### config.mk
export PLATFORM = sky130hd
export DESIGN_NAME = serial_mult_sched
export DESIGN_NICKNAME = d
export VERILOG_FILES = /design/src/rtl/serial_mult_sched_pkg.sv /design/src/rtl/serial_mult_sched_core.sv /design/src/rtl/serial_mult_sched.sv
export SDC_FILE = /design/constraint.sdc
export NUM_CORES = 1
export LEC_CHECK = 0
export CAP_MARGIN = 20
export CORE_UTILIZATION = 50
export CTS_BUF_LIST = sky130_fd_sc_hd__clkbuf_4 sky130_fd_sc_hd__clkbuf_8 sky130_fd_sc_hd__clkbuf_16
export DETAILED_ROUTE_END_ITERATION = 8
export MAX_ROUTING_LAYER = met4
export PLACE_DENSITY_LB_ADDON = 0.25
export SYNTH_ARGS = -nofsm -noshare
export SYNTH_HDL_FRONTEND = slang
export SYNTH_HIERARCHICAL = 1
export SYNTH_SLANG_ARGS = --single-unit
### constraint.sdc
create_clock -name clk -period 3.2 [get_ports clk]
set_input_delay 0.8 -clock clk [delete_from_list [all_inputs] [get_ports clk]]
set_output_delay 0.8 -clock clk [all_outputs]
set_load 0.005 [all_outputs]
### src/rtl/serial_mult_sched_pkg.sv
// Shared types for the serial multiplier scheduler.
// Holds the operand width default, FSM states and round-robin pick.
package serial_mult_sched_pkg;

  localparam int W_DEF = 6;

  typedef enum logic [1:0] {
    IDLE,
    CLEAR,
    SHIFT,
    DONE
  } state_t;

  typedef logic client_t;

  // Lone requester wins; on a tie the client that was not served last wins
  function automatic client_t rr_pick(
    input logic    r0,
    input logic    r1,
    input client_t last
  );
    if (r0 && r1) return ~last;
    return r1 ? 1'b1 : 1'b0;
  endfunction

endpackage

### src/rtl/serial_mult_sched_core.sv
// Shift-add accumulator: consumes one multiplier bit per enabled cycle.
// Multiplier bits arrive MSB first, so acc is doubled before each add.
module shift_add_core
  import serial_mult_sched_pkg::*;
#(
  parameter int W = W_DEF
) (
  input  logic           clk,
  input  logic           rst_n,
  input  logic           clr,
  input  logic           en,
  input  logic           xbit,
  input  logic [W-1:0]   y,
  output logic [2*W-1:0] acc
);

  logic [2*W-1:0] addend;

  assign addend = xbit ? {{W{1'b0}}, y} : '0;

  always_ff @(posedge clk or negedge rst_n) begin
    if (!rst_n) begin
      acc <= '0;
    end else if (clr) begin
      acc <= '0;
    end else if (en) begin
      acc <= (acc << 1) + addend;
    end
  end

endmodule

### src/rtl/serial_mult_sched.sv
// Two-client round-robin scheduler around the shift-add core.
// Owns the FSM, operand registers and the registered handshakes.
module serial_mult_sched
  import serial_mult_sched_pkg::*;
#(
  parameter int W = W_DEF
) (
  input  logic                   clk,
  input  logic                   rst_n,
  input  logic                   req0,
  input  logic [W-1:0]           x0,
  input  logic [W-1:0]           y0,
  input  logic                   req1,
  input  logic [W-1:0]           x1,
  input  logic [W-1:0]           y1,
  output logic                   ack0,
  output logic                   ack1,
  output logic                   done0,
  output logic                   done1,
  output logic [2*W-1:0]         prod,
  output logic                   busy,
  output logic [$clog2(W+1)-1:0] bit_cnt
);

  localparam int CW = $clog2(W + 1);

  state_t         state;
  client_t        last;
  client_t        owner;
  client_t        win;
  logic [W-1:0]   xreg;
  logic [W-1:0]   yreg;
  logic [2*W-1:0] acc;

  assign win = rr_pick(req0, req1, last);

  shift_add_core #(.W(W)) u_core (
    .clk   (clk),
    .rst_n (rst_n),
    .clr   (state == CLEAR),
    .en    (state == SHIFT),
    .xbit  (xreg[W-1]),
    .y     (yreg),
    .acc   (acc)
  );

  // done is raised leaving DONE, so the IDLE cycle that follows carries
  // the valid product and may already accept the next job.
  always_ff @(posedge clk or negedge rst_n) begin
    if (!rst_n) begin
      state   <= IDLE;
      last    <= 1'b1;
      owner   <= 1'b0;
      xreg    <= '0;
      yreg    <= '0;
      ack0    <= 1'b0;
      ack1    <= 1'b0;
      done0   <= 1'b0;
      done1   <= 1'b0;
      prod    <= '0;
      busy    <= 1'b0;
      bit_cnt <= '0;
    end else begin
      ack0  <= 1'b0;
      ack1  <= 1'b0;
      done0 <= 1'b0;
      done1 <= 1'b0;
      unique case (state)
        IDLE: begin
          bit_cnt <= '0;
          busy    <= req0 | req1;
          if (req0 | req1) begin
            owner <= win;
            last  <= win;
            xreg  <= win ? x1 : x0;
            yreg  <= win ? y1 : y0;
            ack0  <= ~win;
            ack1  <= win;
            state <= CLEAR;
          end
        end
        CLEAR: begin
          bit_cnt <= '0;
          state   <= SHIFT;
        end
        SHIFT: begin
          xreg    <= xreg << 1;
          bit_cnt <= bit_cnt + CW'(1);
          if (bit_cnt == CW'(W - 1)) state <= DONE;
        end
        DONE: begin
          prod  <= acc;
          done0 <= ~owner;
          done1 <= owner;
          state <= IDLE;
        end
        default: state <= IDLE;
      endcase
    end
  end

endmodule

# Word-level counts from Yosys, hierarchy flattened

Index checks and enable logic that the tools add are counted.

Register bits: 48
Word-level logic and storage cells: 55

Add/subtract/negate cells: 2
Equality and inequality tests: 6
Reductions and logical operators: 9
Muxes and demuxes: 21
Bitwise logic cells: 4

Operators with widths:

| kind                  | count |
|---|---|
| $mux W12              | 2 |
| $mux W6               | 4 |
| $add A12 B12 Y12      | 1 |
| $pmux W6 S2           | 1 |
| $mux W1               | 10 |
| $pmux W2 S4           | 1 |
| $pmux W3 S2           | 1 |
| $reduce_and A2 Y1     | 3 |
| $reduce_bool A2 Y1    | 3 |
| $eq A2 B2 Y1 const B  | 2 |
| $mux W2               | 2 |
| $ne A2 B2 Y1 const B  | 2 |
| $add A3 B1 Y3 const B | 1 |
| $eq A3 B3 Y1 const B  | 1 |
| $not A1 Y1            | 3 |
| $eq A2 B1 Y1 const B  | 1 |
| $logic_not A2 Y1      | 1 |
| $reduce_or A2 Y1      | 1 |
| $logic_and A1 B1 Y1   | 1 |
| $or A1 B1 Y1          | 1 |

# Longest topological paths before layout

Word-level depth: 6
Gate-level depth with buffers: 7
Depth with buffers taken out: 7

# Modules after synthesis

The synthesis kept the hierarchy.

By module, submodules not included:

| module            | sequential area each (µm²) | cells an instance | area each (µm²) | times used |
|---|---|---|---|---|
| serial_mult_sched | 902.1                      | 136               | 1707.9          | 1 |
| shift_add_core    | 300.3                      | 91                | 854.6           | 1 |

# Worst setup path before layout

Ideal clock, no wire load.

Path type: reg-to-reg
From: register xreg[5]
To: register u_core.acc[11]
Arrival: 2.070 ns
Clock period less this slack: 2.170 ns
Library setup time: 0.099 ns
Slack: 1.030 ns
Stages on the path, launching flop included: 8
Buffers on the path: 0
Cells stage by stage: dfrtp_1 and2_1 ha_1 fa_1 a21o_1 a311oi_4 o21ai_0 a311oi_1

Longest elaborated chain between the ends: 4

Ends and longest elaborated chain:

| element                | line                         | RTL |
|---|---|---|
| start, declared        | serial_mult_sched.sv:31      | `logic [W-1:0] xreg;` |
| start signal, assigned | serial_mult_sched.sv:75      | `xreg <= win ? x1 : x0;` |
| start signal, assigned | serial_mult_sched.sv:87      | `xreg <= xreg << 1;` |
| $mux W6                | serial_mult_sched_core.sv:19 | `assign addend = xbit ? {{W{1'b0}}, y} : '0;` |
| $add A12 B12 Y12       | serial_mult_sched_core.sv:27 | `acc <= (acc << 1) + addend;` |
| $mux W12               | serial_mult_sched_core.sv:26 | `end else if (en) begin` |
| $mux W12               | serial_mult_sched_core.sv:24 | `end else if (clr) begin` |
| end signal, assigned   | serial_mult_sched_core.sv:27 |  |
| end, declared          | serial_mult_sched_core.sv:14 | `output logic [2*W-1:0] acc` |

Every way passes these cells. The select of a mux whose other input is x is not followed.
A chain may end at the register's enable or synchronous reset.

# Worst setup path in the final report

Same ends and word-level chain as after synthesis.

==> metrics.txt <==
CTS clk-pin slew, worst paths=about 80 ps; dpl ws=roughly 730 ps; Final TNS setup=0 ps; Pins Over Slew Limit=0; Post-synth EDFFs=0; TritonCTS Buffers=5; WP data required=around 3400 ps; Post-Syn Nets=268; r2r startpoint=xreg[5]$_DFFE_PN0P_; vias in the first global route=1718; most frequent cells in the layout=dfrtp_1, clkdlybuf4s50_1, mux2_2; Worst Hold Slack=between 400 and 500 ps; Post-layout nets=between 300 and 400; Post-CTS Resized=0; Slew HR=45.5%; total wire length=roughly 4.5 mm; Top Ports=48; Post-Syn Instances=around 230; syn_area_per_cell=11.3 sq um; worst endpoint data arrival time=2640 ps; max-cap viol count=0; Worst Reg2Reg Path Length in Cells=7; via/cell ratio=5.33; PortBufs=47; commonest non-fill, non-tap cell in the layout=dfrtp_1; CP Launch Point=xreg[5]$_DFFE_PN0P_; Slew @ Worst Pin=approximately 820 ps; Fillers=between 400 and 500; Post-Synth Simple-Gate Area=13.6%; Iter 0 DRT Violations=102; PnR Total Power=2.76 mW; final worst setup slack=759 ps; core box area=about 4800 sq um; Post-Synth XOR/XNOR Area=~1.0%; Yosys reg bits=48; warnings from Yosys=6; crit-path max FO=8; largest net degree at the start of global routing=49; Worst-Skew Late Latency=290 ps; register area share after synthesis=46.9%; mux share of post-synthesis cell area=between 10% and 20%; PD cells=around 860 nW/um^2; Post-Synth Adder-Cell Area=roughly 6.6%; CP endpoint kind=register; final hold violation count=0; library cells used by synthesis=between 50 and 60; Leakage=1.42 nW; cts hold-fix bufs=0; Final Skew=between 2 and 3 ps; RSZ-0062 raised after global routing=no; Placed Area=3080 sq um; layout cells sized above 1=between 10% and 20%; first-pass GRT wire length=7.71 mm; antenna violations before repair=0; HPWL after detailed placement=roughly 3.3 mm; Max Clk Rate=410 MHz; final-report setup violation count=0; CTS tree=done; most common flop cell mapped by yosys=dfrtp_1; Layout area overhead=24.7%; HP Class=primary input to asynchronous set/reset pin; Starting Density=a little over half; grt ovf=0; worst r2r dst=u_core/acc[11]$_DFFE_PN0P_; Pre-antenna DRT Iters=4; row count=25; CP Launch Type=register; DIE AREA=5420 sq um; share of flip-flops with an asynchronous set or reset=between 90% and 100%; CTS H-Tree Depth=2; compound-cell area share of the yosys netlist=between 10% and 20%; final instance area=3200 sq um; antenna cells=0; Die X=about 74 um; status=completed; Post-CTS Setup Bufs=0; wire per inst=between 10 and 15 um; vias=1833; Antenna Nets Post-Route=0; fin crit period=2440 ps; Placer Congestion=0.819; Max Root-Sink Buffers=2; # clock sinks=between 40 and 50; crit path kind=register to register; residual DRC count=0; flop2flop setup slack=around 760 ps; largest family of logic cells by synthesized area=compound AO/OA/AOI/OAI gates; GRT Total Usage=between 10% and 20%; worst ir drop on vdd=0.368 mV; Die Y=roughly 74 um; Synth Cell Area=approximately 2600 sq um; clk root buf=clkbuf_8; fin crit share=roughly three quarters
-- critical path, stage by stage, from the launching register on --
cell and delay (ps):
dfrtp_1 450, and2_1 180, ha_1 220, fa_1 430
a21o_1 240, a311oi_4 390, o21ai_0 150, a311oi_1 280
-- through the flow --
stage | util (%) | instances
after detailed placement | 63.9 | 335
after global placement | 63.9 | 335
after global routing | 66.3 | 344
final | 66.3 | 344
after floorplan | - | 227
after CTS | 65.9 | 343
-- report_power, final --
part / leakage [nW] / total, mW / internal [mW] / switching (mW)
combinational: 0.759 / 1.31 / 0.708 / 0.605
clock: 0.0523 / 0.373 / 0.193 / 0.179
sequential: 0.611 / 1.07 / 0.872 / 0.203
total: 1.42 / 2.76 / 1.77 / 0.987
-- logic make-up after synthesis --
group / Yosys count
AO/OA/AOI/OAI: 52
XOR/XNOR: 3
adder cells (fa/ha/maj): 13
buffers and inverters: 13
flip-flops: 48
multiplexers: 33
AND/OR/NAND/NOR: 65
-- layout make-up --
type                       count  area (sq um)  area share [%]
inverter                       5          18.8           0.587
sequential                    48          1200            37.6
clock buffer                   8          97.6            3.05
tap                           67          83.8            2.62
multi-input combinational    166          1290            40.4
timing repair buffer          50           500            15.7
-- synthesized netlist by cell type (all sizes together) (3+ instances only) --
| library cell | number | area share, % |
|---|---|---|
| nor3b | 3 | 1.3 |
| clkbuf | 4 | 0.59 |
| a311oi | 5 | 2.4 |
| nand2b | 4 | 0.98 |
| inv | 5 | 0.73 |
| o21ai | 17 | 3.6 |
| ha | 12 | 5.9 |
| mux2 | 19 | 8.5 |
| nand4 | 3 | 0.73 |
| a21oi | 6 | 1.3 |
| nor2 | 15 | 2.2 |
| a222oi | 3 | 1.2 |
| and3 | 3 | 0.83 |
| dfrtp | 47 | 46 |
| a21o | 4 | 1.2 |
| nand3 | 6 | 1.2 |
| buf | 4 | 1.3 |
| mux2i | 14 | 5.5 |
| and2 | 9 | 2.4 |
| nand2 | 16 | 2.3 |
-- flip-flops by register name (all words and copies together), names as in the netlist --
signal and cells:
prod 12, xreg 6, owner 1, yreg 6, busy 1, last 1, ack0 1, done1 1
u_core/acc 12, state 2, ack1 1, done0 1, bit_cnt 3
-- how the worst max path moves through the flow --
stage	to	slack, ps	cells after the start
finish	u_core/acc[11]$_DFFE_PN0P_	760	7
CTS	u_core/acc[11]$_DFFE_PN0P_	750	7
detailed placement	xreg[5]$_DFFE_PN0P_	730	4
floorplan	u_core/acc[11]$_DFFE_PN0P_	1030	7
global placement	xreg[2]$_DFFE_PN0P_	780	4
global route	u_core/acc[11]$_DFFE_PN0P_	620	7
-- metal layers --
layer	track usage (%)	vias to the layer above	part of all wire, %
li1	-	927	-
met1	25.2	854	47
met2	29.7	44	47
met3	3.29	8	3.8
met4	7.69	0	1.6
met5	-	-	0
(Power assumes the default switching activity.)
